`src/rtl/acq_pkg.sv`:
```
// Shared types and default constants for the acquisition controller.
package acq_pkg;

  typedef enum logic [2:0] {
    ST_IDLE,
    ST_SWEEP,
    ST_NEXT_BIN,
    ST_DECIDE,
    ST_REPORT,
    ST_ALIGN
  } state_t;

  localparam int          CODE_LEN_DEF   = 8184;
  localparam logic [31:0] FCW_BASE_DEF   = 32'd1342177280;
  localparam logic [31:0] FCW_STEP_DEF   = 32'd2684;
  localparam int          CORR_WIDTH_DEF = 32;
  localparam int          PHS_WIDTH_DEF  = 14;
  localparam int          BIN_WIDTH_DEF  = 5;

  // Field widths follow the default correlator/phase/bin widths of the top.
  typedef struct packed {
    logic [CORR_WIDTH_DEF-1:0] peak;
    logic [PHS_WIDTH_DEF-1:0]  phs;
    logic [BIN_WIDTH_DEF-1:0]  bin;
  } result_t;

endpackage

```
`src/rtl/acq_max_sel.sv`:
```
// Combinational N-way argmax over strobed channels; lowest index wins ties.
module acq_max_sel #(
  parameter int N_CH  = 4,
  parameter int W     = 32,
  parameter int IDX_W = 2
) (
  input  logic [N_CH*W-1:0] val_i,
  input  logic [N_CH-1:0]   stb_i,
  output logic [W-1:0]      max_o,
  output logic [IDX_W-1:0]  idx_o,
  output logic              vld_o,
  output logic [N_CH-1:0]   lose_o
);

  always_comb begin
    max_o = '0;
    idx_o = '0;
    vld_o = 1'b0;
    // Strict compare keeps the earlier (lower) index on equal values.
    for (int i = 0; i < N_CH; i++) begin
      if (stb_i[i] && (!vld_o || (val_i[i*W +: W] > max_o))) begin
        max_o = val_i[i*W +: W];
        idx_o = IDX_W'(i);
        vld_o = 1'b1;
      end
    end
    lose_o = stb_i;
    for (int i = 0; i < N_CH; i++) begin
      if (vld_o && (idx_o == IDX_W'(i))) lose_o[i] = 1'b0;
    end
  end

endmodule

```
`src/rtl/acq_peak_ctrl.sv`:
```
// Doppler/code-phase acquisition controller with absolute threshold; the
// second-peak ratio test is built only when ACQ_PEAK_RATIO_EN is defined.
module acq_peak_ctrl
  import acq_pkg::*;
#(
  parameter int                   N_CH        = 4,
  parameter int                   CORR_WIDTH  = 32,
  parameter int                   PHS_WIDTH   = 14,
  parameter int                   CODE_LEN    = CODE_LEN_DEF,
  parameter int                   BIN_WIDTH   = 5,
  parameter int                   NUM_BIN     = 16,
  parameter int                   FCW_WIDTH   = 32,
  parameter logic [FCW_WIDTH-1:0] FCW_BASE    = FCW_BASE_DEF,
  parameter logic [FCW_WIDTH-1:0] FCW_STEP    = FCW_STEP_DEF,
  parameter int                   RATIO_SHIFT = 1
) (
  input  logic                       rx_clk,
  input  logic                       rx_rst,
  input  logic                       rx_start,
  input  logic [CORR_WIDTH-1:0]      rx_thresh,
  input  logic [N_CH*CORR_WIDTH-1:0] rx_corr_acc,
  input  logic [N_CH-1:0]            rx_corr_eop,
  input  logic [PHS_WIDTH-1:0]       rx_loc_phs,
  input  logic                       rx_acq_ready,
  output logic [FCW_WIDTH-1:0]       tx_car_fcw,
  output logic                       tx_corr_rst,
  output logic                       tx_busy,
  output logic                       tx_acq_valid,
  output logic                       tx_acq_fail,
  output logic [PHS_WIDTH-1:0]       tx_acq_phs,
  output logic [BIN_WIDTH-1:0]       tx_acq_bin,
  output logic [CORR_WIDTH-1:0]      tx_acq_peak,
  output logic                       tx_trk_align,
  output state_t                     dbg_state
);

  localparam int                   IDX_W    = (N_CH > 1) ? $clog2(N_CH) : 1;
  localparam int                   RW       = CORR_WIDTH + RATIO_SHIFT;
  localparam logic [PHS_WIDTH-1:0] LAST_PHS = PHS_WIDTH'(CODE_LEN - 1);
  localparam logic [PHS_WIDTH-1:0] PHS_STEP = PHS_WIDTH'(N_CH);
  localparam logic [BIN_WIDTH-1:0] LAST_BIN = BIN_WIDTH'(NUM_BIN - 1);

  state_t                 state_q;
  logic [BIN_WIDTH-1:0]   bin_q;
  logic [CORR_WIDTH-1:0]  thresh_q;
  logic [PHS_WIDTH-1:0]   phs_q [N_CH];
  result_t                best_q, best_d;
  logic [FCW_WIDTH-1:0]   car_fcw_q;
  logic                   corr_rst_q, acq_valid_q, acq_fail_q, trk_align_q;
  logic [PHS_WIDTH-1:0]   acq_phs_q;
  logic [BIN_WIDTH-1:0]   acq_bin_q;
  logic [CORR_WIDTH-1:0]  acq_peak_q;

  logic                   sweep, bin_end, ratio_ok, pass;
  logic [N_CH-1:0]        stb, lose_mask;
  logic [CORR_WIDTH-1:0]  max_val;
  logic [IDX_W-1:0]       max_idx;
  logic                   max_vld;

  assign sweep   = (state_q == ST_SWEEP);
  assign stb     = sweep ? rx_corr_eop : '0;
  assign bin_end = stb[N_CH-1] && (phs_q[N_CH-1] == LAST_PHS);

  acq_max_sel #(.N_CH(N_CH), .W(CORR_WIDTH), .IDX_W(IDX_W)) u_max_sel (
    .val_i  (rx_corr_acc),
    .stb_i  (stb),
    .max_o  (max_val),
    .idx_o  (max_idx),
    .vld_o  (max_vld),
    .lose_o (lose_mask)
  );

  always_comb begin
    best_d = best_q;
    if (max_vld && (max_val > best_q.peak)) begin
      best_d.peak = max_val;
      best_d.phs  = phs_q[max_idx];
      best_d.bin  = bin_q;
    end
  end

`ifdef ACQ_PEAK_RATIO_EN
  logic [CORR_WIDTH-1:0] second_q, second_d;

  // A displaced best and every losing strobe are both candidates for second.
  always_comb begin
    second_d = second_q;
    if (max_vld) begin
      if (max_val > best_q.peak) begin
        if (best_q.peak > second_d) second_d = best_q.peak;
      end else if (max_val > second_d) begin
        second_d = max_val;
      end
      for (int i = 0; i < N_CH; i++) begin
        if (lose_mask[i] && (rx_corr_acc[i*CORR_WIDTH +: CORR_WIDTH] > second_d))
          second_d = rx_corr_acc[i*CORR_WIDTH +: CORR_WIDTH];
      end
    end
  end

  always_ff @(posedge rx_clk or negedge rx_rst) begin
    if (!rx_rst)                           second_q <= '0;
    else if ((state_q == ST_IDLE) && rx_start) second_q <= '0;
    else if (sweep)                        second_q <= second_d;
  end

  assign ratio_ok = RW'(best_q.peak) >= (RW'(second_q) << RATIO_SHIFT);
`else
  logic unused_lose;
  assign unused_lose = ^lose_mask;
  assign ratio_ok    = 1'b1;
`endif

  assign pass = (best_q.peak >= thresh_q) && ratio_ok;

  always_ff @(posedge rx_clk or negedge rx_rst) begin
    if (!rx_rst) begin
      state_q     <= ST_IDLE;
      bin_q       <= '0;
      thresh_q    <= '0;
      best_q      <= '0;
      car_fcw_q   <= FCW_BASE;
      corr_rst_q  <= 1'b0;
      acq_valid_q <= 1'b0;
      acq_fail_q  <= 1'b0;
      acq_phs_q   <= '0;
      acq_bin_q   <= '0;
      acq_peak_q  <= '0;
      trk_align_q <= 1'b0;
      for (int i = 0; i < N_CH; i++) phs_q[i] <= '0;
    end else begin
      corr_rst_q  <= 1'b0;
      trk_align_q <= 1'b0;
      if (sweep) begin
        best_q <= best_d;
        for (int i = 0; i < N_CH; i++) begin
          if (stb[i]) phs_q[i] <= phs_q[i] + PHS_STEP;
        end
      end
      case (state_q)
        ST_IDLE: begin
          if (rx_start) begin
            state_q    <= ST_SWEEP;
            thresh_q   <= rx_thresh;
            bin_q      <= '0;
            car_fcw_q  <= FCW_BASE;
            best_q     <= '0;
            corr_rst_q <= 1'b1;
            for (int i = 0; i < N_CH; i++) phs_q[i] <= PHS_WIDTH'(i);
          end
        end
        ST_SWEEP: begin
          if (bin_end) state_q <= (bin_q == LAST_BIN) ? ST_DECIDE : ST_NEXT_BIN;
        end
        ST_NEXT_BIN: begin
          state_q    <= ST_SWEEP;
          bin_q      <= bin_q + BIN_WIDTH'(1);
          car_fcw_q  <= car_fcw_q + FCW_STEP;
          corr_rst_q <= 1'b1;
          for (int i = 0; i < N_CH; i++) phs_q[i] <= PHS_WIDTH'(i);
        end
        ST_DECIDE: begin
          state_q     <= ST_REPORT;
          acq_valid_q <= 1'b1;
          acq_fail_q  <= !pass;
          acq_phs_q   <= best_q.phs;
          acq_bin_q   <= best_q.bin;
          acq_peak_q  <= best_q.peak;
        end
        // Handshake: valid and the result fields hold until a cycle with
        // valid && ready; valid drops on the following cycle. Ready may lead valid.
        ST_REPORT: begin
          if (rx_acq_ready) begin
            acq_valid_q <= 1'b0;
            state_q     <= acq_fail_q ? ST_IDLE : ST_ALIGN;
          end
        end
        ST_ALIGN: begin
          if (rx_loc_phs == acq_phs_q) begin
            trk_align_q <= 1'b1;
            state_q     <= ST_IDLE;
          end
        end
        default: state_q <= ST_IDLE;
      endcase
    end
  end

  assign tx_car_fcw   = car_fcw_q;
  assign tx_corr_rst  = corr_rst_q;
  assign tx_busy      = (state_q != ST_IDLE);
  assign tx_acq_valid = acq_valid_q;
  assign tx_acq_fail  = acq_fail_q;
  assign tx_acq_phs   = acq_phs_q;
  assign tx_acq_bin   = acq_bin_q;
  assign tx_acq_peak  = acq_peak_q;
  assign tx_trk_align = trk_align_q;
  assign dbg_state    = state_q;

endmodule

```
`config.mk`:
```
export PLATFORM = sky130hd
export DESIGN_NAME = acq_peak_ctrl
export DESIGN_NICKNAME = d
export VERILOG_FILES = /design/src/rtl/acq_pkg.sv /design/src/rtl/acq_max_sel.sv /design/src/rtl/acq_peak_ctrl.sv
export SDC_FILE = /design/constraint.sdc
export NUM_CORES = 1
export LEC_CHECK = 0
export BUFFER_PORTS_ARGS = -buffer_cell sky130_fd_sc_hd__buf_2
export CAP_MARGIN = 20
export CORE_UTILIZATION = 55
export DETAILED_ROUTE_END_ITERATION = 10
export MAX_ROUTING_LAYER = met4
export PLACE_DENSITY = 0.85
export SYNTH_ARGS = -nofsm -noshare
export SYNTH_HDL_FRONTEND = slang
export SYNTH_SLANG_ARGS = --single-unit
```
`constraint.sdc`:
```
create_clock -name rx_clk -period 15.8 [get_ports rx_clk]
set_input_delay 0 -clock rx_clk [delete_from_list [all_inputs] [get_ports rx_clk]]
set_output_delay 0 -clock rx_clk [all_outputs]
set_load 0.02 [all_outputs]
```
## Word-level counts from Yosys, hierarchy flattened

Index checks and enable logic that the tools add are counted.

| cells by class | value |
|---|---|
| bitwise gates (word level) | 1 |
| magnitude comparators | 6 |
| $add $sub $neg | 6 |
| reduce and logical (&&, ||, !) cells | 20 |
| equality and inequality tests | 12 |
| muxes and demuxes | 43 |

Operators by type and width:

| kind | number |
|---|---|
| $mux W51 | 4 |
| $mux W32 | 5 |
| $gt A32 B32 Y1 | 4 |
| $mux W56 | 2 |
| $pmux W56 S2 | 1 |
| $mux W14 | 6 |
| $pmux W32 S2 | 1 |
| $add A14 B3 Y14 const B | 4 |
| $add A32 B12 Y32 const B | 1 |
| $ge A32 B32 Y1 | 1 |
| $bmux W14 S2 | 1 |
| $pmux W3 S6 | 1 |
| $mux W3 | 5 |
| $eq A14 B13 Y1 const B | 1 |
| $eq A14 B14 Y1 | 1 |
| $mux W1 | 10 |
| $pmux W5 S2 | 1 |
| $eq A3 B2 Y1 const B | 2 |
| $eq A3 B3 Y1 const B | 2 |
| $ne A2 B2 Y1 const B | 3 |
| $reduce_and A2 Y1 | 3 |
| $add A5 B1 Y5 const B | 1 |
| $eq A5 B4 Y1 const B | 1 |
| $logic_and A1 B1 Y1 | 5 |
| other kinds (14) | 22 |

| storage, ports and cells | value |
|---|---|
| input port bits | 182 |
| output and inout port bits | 91 |
| flip-flop bits (word level) | 234 |

## Depth between registers and ports, before layout

Gate-level depths: netlist (run 1).

| logic depth | value |
|---|---|
| word-level depth | 23 |
| depth in mapped cells | 46 |
| depth with buffers taken out | 35 |

## Modules after synthesis

A second synthesis (run 1) with hierarchy kept.

| unflattened totals | value |
|---|---|
| cells, all modules | 1,675 |
| area total of the unflattened synthesis | 16,313.1 sq um |

By module, submodules not included:

| module | area each (sq um) | cells an instance | times used |
|---|---|---|---|
| acq_peak_ctrl | 11,357.1 | 1,139 | 1 |
| acq_max_sel | 4,956.0 | 536 | 1 |

## Worst setup path after synthesis (run 1)

OpenSTA, ideal clock, no wires.

| path | value |
|---|---|
| kind | register -> register |
| start point | reg state_q[1], in the netlist dbg_state[1] |
| end point | reg best_q[12] (netlist bit) |
| period minus slack after synthesis | 9.221 ns |
| path slack | 6.579 ns |
| arrival time | 9.138 ns |
| setup time | 0.083 ns |
| data required time | 15.717 ns |
| stages on the path, launching flop included | 45 |
| path through | dfrtp_1 -> nor4bb_1 -> clkbuf_1 -> buf_1 -> nand2_1 -> ha_1 -> a21oi_1 -> o21ai_0 -> a221o_1 -> o31ai_1 -> a21boi_0 -> buf_2 -> buf_2 -> a2bb2oi_1 -> ha_1 -> a211oi_1 -> nor2_1 -> nor4_1 -> [9 not listed] -> or3_1 -> nor4_1 -> a211o_1 -> buf_4 -> and2_1 -> buf_6 -> buf_6 -> a221oi_2 -> ha_1 -> nand2_1 -> or3_1 -> or4_1 -> o21ai_0 -> o21bai_1 -> buf_2 -> buf_2 -> nand3_1 -> o21ai_0 |

| on the way | value |
|---|---|
| longest elaborated chain between the ends | 23 |
| elaborated cells between the ends (all ways) | 36 |
| classes of those cells | order compare: 4; eq/ne: 1; mux: 19; bitwise: 1; reduce/logical: 11 |

Ends and longest elaborated chain:

| item | line | RTL |
|---|---|---|
| start: declaration | acq_peak_ctrl.sv:43 | `state_t state_q;` |
| start signal: assignment | acq_peak_ctrl.sv:153 | `if (bin_end) state_q <= (bin_q == LAST_BIN) ? ST_DECIDE : ST_NEXT_BIN;` |
| start signal: assignment | acq_peak_ctrl.sv:175 | `state_q <= acq_fail_q ? ST_IDLE : ST_ALIGN;` |
| parallel branches: the longest is 22 deep, another holds $gt A32 B32 Y1 | n/a |  |
| $mux W51 (*) | acq_peak_ctrl.sv:140 | `case (state_q)` |
| end signal: assignment | acq_peak_ctrl.sv:135 | `best_q <= best_d;` |
| end: declaration | acq_peak_ctrl.sv:47 | `result_t best_q, best_d;` |

Mark *: on every way between the ends. The select of a mux whose other input is x is not followed.
A chain may end at the register's enable or synchronous reset.

## Worst setup path in the final report (run 1)

| path | value |
|---|---|
| start point | reg state_q[0], in the netlist dbg_state[0] |
| end point | reg best_q[3] (netlist bit) |

| on the way | value |
|---|---|
| longest elaborated chain between the ends | 21 |
| elaborated cells between the ends (all ways) | 29 |
| classes of those cells | order compare: 4; eq/ne: 1; mux: 13; reduce/logical: 11 |

Ends and longest elaborated chain:

| item | line | RTL |
|---|---|---|
| $eq A3 B1 Y1 | acq_peak_ctrl.sv:60 | `assign sweep = (state_q == ST_SWEEP);` |
| $mux W4 | acq_peak_ctrl.sv:61 | `assign stb = sweep ? rx_corr_eop : '0;` |
| $mux W32 / $mux W1 (equally long branches) | acq_max_sel.sv:21 | `if (stb_i[i] && (!vld_o \|\| (val_i[i*W +: W] > max_o))) begin` |
| $gt A32 B32 Y1 / $logic_not A1 Y1 (equally long branches) | acq_max_sel.sv:21 |  |
| $logic_or A1 B1 Y1 | acq_max_sel.sv:21 |  |
| $logic_and A1 B1 Y1 | acq_max_sel.sv:21 |  |
| $mux W32 / $mux W1 (equally long branches) | acq_max_sel.sv:21 |  |
| $gt A32 B32 Y1 / $logic_not A1 Y1 (equally long branches) | acq_max_sel.sv:21 |  |
| [5 not listed] | n/a |  |
| $logic_and A1 B1 Y1 | acq_max_sel.sv:21 |  |
| $mux W32 | acq_max_sel.sv:21 |  |
| $gt A32 B32 Y1 | acq_peak_ctrl.sv:75 | `if (max_vld && (max_val > best_q.peak)) begin` |
| $logic_and A1 B1 Y1 | acq_peak_ctrl.sv:75 |  |
| $mux W51 | acq_peak_ctrl.sv:75 |  |
| $mux W51 | acq_peak_ctrl.sv:134 | `if (sweep) begin` |
| $mux W51 | acq_peak_ctrl.sv:142 | `if (rx_start) begin` |
| $mux W51 (*) | acq_peak_ctrl.sv:140 |  |

Mark *: on every way between the ends. The rest lies on a longest branch, timed or not.

==> results of run 1 <==
==> critical path: cells and delay by family, from the launching register on <==
kind	cells	cell delay [ns]
adders and majority gates	4	1.24
muxes	1	0.29
buffers and inverters	5	2.32
DFF	1	0.62
AOI/OAI and AO/OA	15	4.87
and+or+nand+nor	11	2.98
==> how the worst min path moves through the flow <==
| stage | start | to | slack (ns) | depth (start not counted) |
|---|---|---|---|---|
| detailed placement | rx_rst | tx_car_fcw[18] | 0.004 | 1 |
| global placement | rx_rst | tx_car_fcw[20] | 0.003 | 1 |
| global route | rx_corr_acc[88] | best_q[43] | 0.007 | 4 |
| finish | rx_corr_acc[88] | best_q[43] | 0.002 | 4 |
| floorplan | rx_rst | best_q[0] | -0.30 | 0 |
| CTS | rx_corr_acc[72] | best_q[27] | 0.0004 | 4 |
==> flip-flops by register name, indices dropped and copies added (netlist names) <==
name / flops
tx_trk_align: 1
dbg_state: 3
tx_corr_rst: 1
bin_q: 5
tx_acq_fail: 1
tx_acq_valid: 1
tx_acq_phs: 14
best_q: 51
tx_car_fcw: 30
thresh_q: 32
tx_acq_peak: 32
phs_q: 49
tx_acq_bin: 5
==> kinds of logic (layout without fill, tap and decap cells) <==
logic type	after synthesis	in the layout	synth area share [%]
adders and majority gates	168	168	14.1
buffers and inverters	195	510	5.49
xor gates and xnor gates	53	53	3.11
DFF	225	225	37.7
AOI/OAI and AO/OA	436	436	20.0
and+or+nand+nor	504	504	15.6
other	1	2	0.0251
muxes	55	55	3.96
==> layout by cell type (no fill, tap or decap), types with 9 or more instances in the layout <==
cell / Yosys / layout
a21o_1: 24 / 24
a21oi_1: 93 / 93
a221oi_2: 27 / 27
a222oi_1: 12 / 12
a2bb2oi_1: 32 / 32
and3_1: 12 / 12
buf_2: 19 / 269
buf_4: 9 / 13
clkbuf_1: 42 / 9
clkbuf_16: 0 / 25
dfrtp_1: 223 / 223
dlygate4sd3_1: 0 / 68
ha_1: 168 / 168
inv_1: 112 / 112
mux2_2: 33 / 33
mux2i_1: 22 / 22
nand2_1: 217 / 217
nand3_1: 55 / 55
nand4_1: 46 / 46
nor2_1: 102 / 102
nor4_1: 11 / 11
o21a_1: 37 / 37
o21ai_0: 148 / 148
or3_1: 13 / 13
xnor2_1: 23 / 23
xor2_1: 30 / 30
==> through the flow <==
step	util, %	setup WS, ns	cells	total power, mW
global route	68.2	2.22	2288	1.30
floorplan	-	6.58	1638	0.621
CTS	68.2	3.42	2288	1.26
detailed placement	62.5	3.51	2174	0.675
finish	68.2	3.23	2288	1.26
global placement	62.5	4.05	2174	0.674
==> cell type report <==
| class | instances | area, um2 | share of cell area [%] |
|---|---|---|---|
| Clock inverter | 7 | 92.6 | 0.515 |
| Clock buffer | 39 | 728 | 4.05 |
| Multi-Input combinational cell | 1218 | 8540 | 47.5 |
| Tap cell | 335 | 419 | 2.33 |
| Timing Repair Buffer | 351 | 2140 | 11.9 |
| Inverter | 113 | 424 | 2.36 |
| Sequential cell | 225 | 5630 | 31.3 |
==> power by group through the flow <==
| stage | logic (mW) | registers [mW] | clock network [mW] |
|---|---|---|---|
| after floorplan | 0.0326 | 0.588 | 0 |
| after global placement | 0.0851 | 0.588 | 0 |
| after detailed placement | 0.0868 | 0.589 | 0 |
| after CTS | 0.0997 | 0.578 | 0.585 |
| after global routing | 0.112 | 0.578 | 0.607 |
| final | 0.101 | 0.578 | 0.579 |
==> metal layers <==
layer / up-vias / GRT usage (%) / routed length, um
met5: - / - / 0
met2: 683 / 49.0 / 19500
met1: 6573 / 44.2 / 19000
met4: 0 / 12.8 / 1740
li1: 6486 / - / -
met3: 123 / 3.66 / 3410
==> key figures, run 1 <==
Run status
  • Status: completed

Run
  • Max Cap Viol: 0

Final layout
  • Layout cell share with drive strength beyond 1: 20.4%
  • Final instance area: 18000 um2
  • Area Growth Syn to Fin: 20.4%
  • Nets@finish: 2284
  • Fillcell total: 2040
  • # diodes: 0

STA
  • Setup TNS: 0 ns
  • Worst Tran Pin Value: between 0.9 and 1 ns
  • Crit path time final: 12.57 ns
  • Final period util: between 70% and 80%
  • Final setup vio count: 0
  • RSZ-0062 raised after global routing: no
  • Worst rel slew slack: 33.6%
  • Slew Viols, Final: 0
  • Final hold vios: 0
  • Clk_skew: roughly 0.0075 ns
  • Hold slack: around 0.0022 ns
  • Max Freq: 79.6 MHz

Worst setup path
  • Reg2reg start: dbg_state[0]
  • Slowest CP cell: o21bai_4
  • CP endpoint: best_q[3]
  • Worst-path fanout max: 68
  • Critical path class: reg2reg
  • Reg2reg path depth: 36
  • Reg2reg end: best_q[3]
  • Worst EP required: about 16 ns
  • R2r setup slk: 3.23 ns
  • Worst Path Arrival: 12.94 ns
  • CP startpoint kind: flop
  • Crit path top cell by count: buf_4
  • Max stage delay on crit path: around 0.80 ns
  • Crit path launch: dbg_state[0]
  • Setup crit end kind: flop

Routing
  • Drt first-iter violations: approximately 1300
  • WL/cell: roughly 19 um
  • Drt pass-1 iters: 7
  • ANT nets after route: 0
  • Final WL: about 44 mm
  • Via count: 13900
  • Via-to-Cell Ratio: ~6.1
  • Drt drc: 0

Clock tree
  • CTS max path bufs: 3
  • CTS Root Cell: clkbuf_16
  • CTS tree: built
  • Worst-Skew Late Latency: 0.52 ns
  • CTS Buf Count: 25
  • Post-cts sizing count: 0
  • H-tree depth: 1
  • Cts hold-fix bufs: 68
  • Clk sinks: between 200 and 250
  • Buffers inserted by post-CTS timing repair: 0
  • CTS clk-pin slew, worst paths: 0.06 ns

Pwr
  • PD cells: 70.0 nW/um2
  • Peak VDD IR: 62.8 uV
  • Clock network fraction of total power: 46.0%
  • Leak: just over 9 nW
  • Internal power: between 0.9 and 1 mW
  • Sequential Power Share: a little under half
  • Gate power share: around 8.0%
  • Sw Share: 22.7%
  • Psw: 0.286 mW

Synthesis
  • Synth Instances: between 1500 and 2000
  • Sequential cell area fraction in the yosys report: between 30% and 40%
  • Top cells by count, synth: dfrtp_1 (223), nand2_1 (217), ha_1 (168)
  • Share of the synthesized area in the top cell type: 37.4%
  • Post-synth EDFFs: 0
  • Mapped cell area: 14900 um2
  • Avg Cell Area, Syn: around 9.1 um2
  • Netlist cell types: ~70
  • Top-count cell post-synth: dfrtp_1
  • Asr flop ratio synth: between 90% and 100%
  • Yosys warnings: 0
  • Register bit total from synthesis: ~230
  • Synth area leaders: dfrtp_1 (37%), ha_1 (14%), nand2_1 (5.5%), o21ai_0 (5.0%), a21oi_1 (3.1%)
  • Largest area contributor in the netlist: dfrtp_1
  • Top_reg_cell synth: dfrtp_1

Floorplanning
  • I/O Pins: approximately 270
  • Die Y-Extent: between 150 and 200 um
  • Row cnt: 59
  • Total core area: between 20000 and 30000 um2
  • Initial core utilization: between 50% and 60%
  • Die area: about 28000 um2
  • Die W: around 170 um

Worst hold path
  • HP Class: in2reg

Placed design
  • Gpl congestion: 0.960
  • DP HPWL: about 33 mm
  • PortBufs: 270
  • Area post-placement: roughly 16000 um2

GRT
  • Overall routing resource usage: between 30% and 40%
  • Initial antenna violation count: 0
  • First-pass GRT wire length: 69.8 mm
  • Largest net degree at the start of global routing: 105
  • Overflow after GRT: 0
  • Vias in the first global route: roughly 13000
Note: power is estimated with default switching activity, not from simulation.
==> run 2, diff against run 1 <==
- clock period: 15.8 -> 12.2 ns (I/O delays scaled with it)
==> run 2 against run 1 <==
Effect of this change: die area unchanged; register-to-register slack worse by 2.5 ns; first-iteration DRC count is 4.3% lower; count of clock-buffer cells in the layout fell by 6; sequential share of layout area fell by 0.087 points; critical path type unchanged; largest cell class unchanged; highest routed layer unchanged.
==> key figures, run 2 (synthesis results as in run 1) <==
STA
  • RSZ-0062 raised after global routing: no
  • Setup ws final: 0.688 ns (-2.54 ns)
  • Clk_skew: 0.0273 ns (+0.0198 ns)
  • Slew Viols, Final: 0 (unchanged)
  • Crit path time final: 11.51 ns (-1.06 ns)
  • Max Freq: 86.9 MHz (+9.2%)
  • Worst rel slew slack: 30.8% (-2.8 points)
  • Worst Tran Pin Value: 1.04 ns (+0.0444 ns)
  • Final setup vio count: 0 (unchanged)
  • Final hold vios: 0 (unchanged)
  • Setup TNS: 0 ns (unchanged)
  • Final period util: 94.4% (+15 points)

Floorplanning
  • Total core area: 26400 um2 (unchanged)
  • Die W: 167 um (unchanged)
  • I/O Pins: 273 (unchanged)
  • Row cnt: 59 (unchanged)
  • Die Y-Extent: 167 um (unchanged)
  • Initial core utilization: 56.7% (unchanged)
  • Die area: 27800 um2 (unchanged)

Worst setup path
  • R2r setup slk: 0.69 ns (-2.54 ns)
  • Reg2reg start: dbg_state[0]
  • Slowest CP cell: dfrtp_1
  • CP startpoint kind: flop
  • Setup crit end kind: flop
  • Worst EP required: 12.60 ns (-3.57 ns)
  • Crit path launch: dbg_state[0]
  • Worst-path fanout max: 38 (-44%)
  • Max stage delay on crit path: 0.60 ns (-0.20 ns)
  • Worst Path Arrival: 11.91 ns (-1.03 ns)
  • Reg2reg path depth: 35 (-2.8%)
  • Critical path class: reg2reg
  • CP endpoint: best_q[35]
  • Reg2reg end: best_q[35]

Placed design
  • Placed Instances: 2176 (+0.092%)
  • DP HPWL: 32.1 mm (-2.5%)
  • PortBufs: 270 (unchanged)
  • Dpl ws: 0.486 ns (-3.02 ns)
  • Gpl congestion: 0.970 (+1.1%)
  • Area post-placement: 16500 um2 (+0.17%)

Routing
  • WL/cell: 19.0 um (-0.15%)
  • ANT nets after route: 0 (unchanged)
  • Drt drc: 0 (unchanged)
  • Final WL: 43.6 mm (about the same)
  • Drt pass-1 iters: 8 (+1)
  • Via-to-Cell Ratio: 6.06 (about the same)
  • Via count: 13900 (+0.14%)
  • Drt first-iter violations: 1265 (-4.3%)

Final layout
  • Final instance area: 18000 um2 (+0.28%)
  • Multi-input gate area in the final layout: 8600 um2 (+0.69%)
  • Fillcell total: 2042 (+0.098%)
  • Biggest register: best_q
  • Nets@finish: 2286 (+0.088%)
  • Layout cell share with drive strength beyond 1: 21.0% (+0.65 points)
  • Fin cells: 2292 (+0.17%)
  • Largest registers: best_q (51), phs_q (49)
  • Commonest non-fill, non-tap cells in the layout: buf_2 (269), dfrtp_1 (223), nand2_1 (217), ha_1 (168), o21ai_0 (148)
  • Max reg flops: 51 (unchanged)
  • Sequential cell area: 5630 um2 (unchanged)
  • Most common cell after layout, fill and taps aside: buf_2
  • Area Growth Syn to Fin: 20.7%

Run
  • Max Cap Viol: 0 (unchanged)

Pwr
  • Leak: 9.19 nW (about the same)
  • Total power: 1.59 mW (+27%)
  • PD cells: 88.4 nW/um2 (+26%)
  • Peak VDD IR: 74.8 uV (+19%)

GRT
  • First-pass GRT wire length: 69.6 mm (-0.35%)
  • Overflow after GRT: 0 (unchanged)
  • Vias in the first global route: 13500 (+0.26%)
  • Largest net degree at the start of global routing: 105 (unchanged)
  • Overall routing resource usage: 32.1% (-0.12 points)
  • Initial antenna violation count: 2 (+2)

Clock tree
  • CTS Root Cell: clkbuf_16
  • CTS clk-pin slew, worst paths: 0.06 ns (about the same)
  • CTS max path bufs: 3 (unchanged)
  • Clk sinks: 225 (unchanged)
  • CTS tree: built
  • CTS Buf Count: 24 (-4.0%)
  • H-tree depth: 1 (unchanged)
  • Worst-Skew Late Latency: 0.53 ns (about the same)

Worst hold path
  • HP Class: in2reg

Run status
  • Status: completed
## run 2: worst min path at each step
| stage | startpoint | end | cells past startpoint |
|---|---|---|---|
| after floorplan | rx_rst | best_q[0] | 0 |
| after global placement | rx_rst | tx_car_fcw[8] | 1 |
| after detailed placement | rx_rst | tx_car_fcw[21] | 1 |
| after CTS | rx_corr_acc[79] | best_q[34] | 4 |
| after global routing | rx_corr_acc[79] | best_q[34] | 4 |
| final | rx_corr_acc[79] | best_q[34] | 4 |
## run 2: routing by layer
layer | vias to the layer above | global-route usage, % | wire [um]
li1 | 6508 | - | -
met1 | 6600 | 43.2 | 18900
met2 | 668 | 49.3 | 19600
met3 | 109 | 4.68 | 3560
met4 | 0 | 12.0 | 1600
met5 | - | - | 0
## run 2: cell type report
class,count,area share [%]
inverter,113,2.35
timing repair buffer,352,12.0
antenna,3,0.0416
multi-input combinational,1220,47.7
tap,335,2.32
clock inverter,11,0.548
sequential,225,31.2
clock buffer,33,3.80
## run 2: metrics by stage
step / hold WS (ns) / utilization [%]
floorplan: -0.296 / -
global placement: 0.107 / 62.6
detailed placement: 0.113 / 62.6
CTS: 0.0000737 / 68.2
global route: 0.00983 / 68.4
finish: 0.00623 / 68.4
## run 2: power by group
part           total, mW  switching, mW  internal, mW
sequential         0.749        0.00148         0.747
clock              0.715          0.300         0.415
combinational      0.130         0.0711        0.0592
total               1.59          0.373          1.22
## run 2: critical path, delay by kind of cell, from the launching register on
family	cells	cell delay [ns]
simple gates	11	3.04
compound gates	16	4.97
flops	1	0.60
buf+inv	4	1.64
fa+ha+maj	4	1.09
## run 2: what timing repair did
| item | CTS | global route |
|---|---|---|
| hold buffers | 67 | 0 |
| resized for setup | 0 | 8 |
| setup buffers | 0 | 0 |
| hold endpoints to repair | 162 | 0 |
| endpoints found under the setup margin | 0 | 51 |
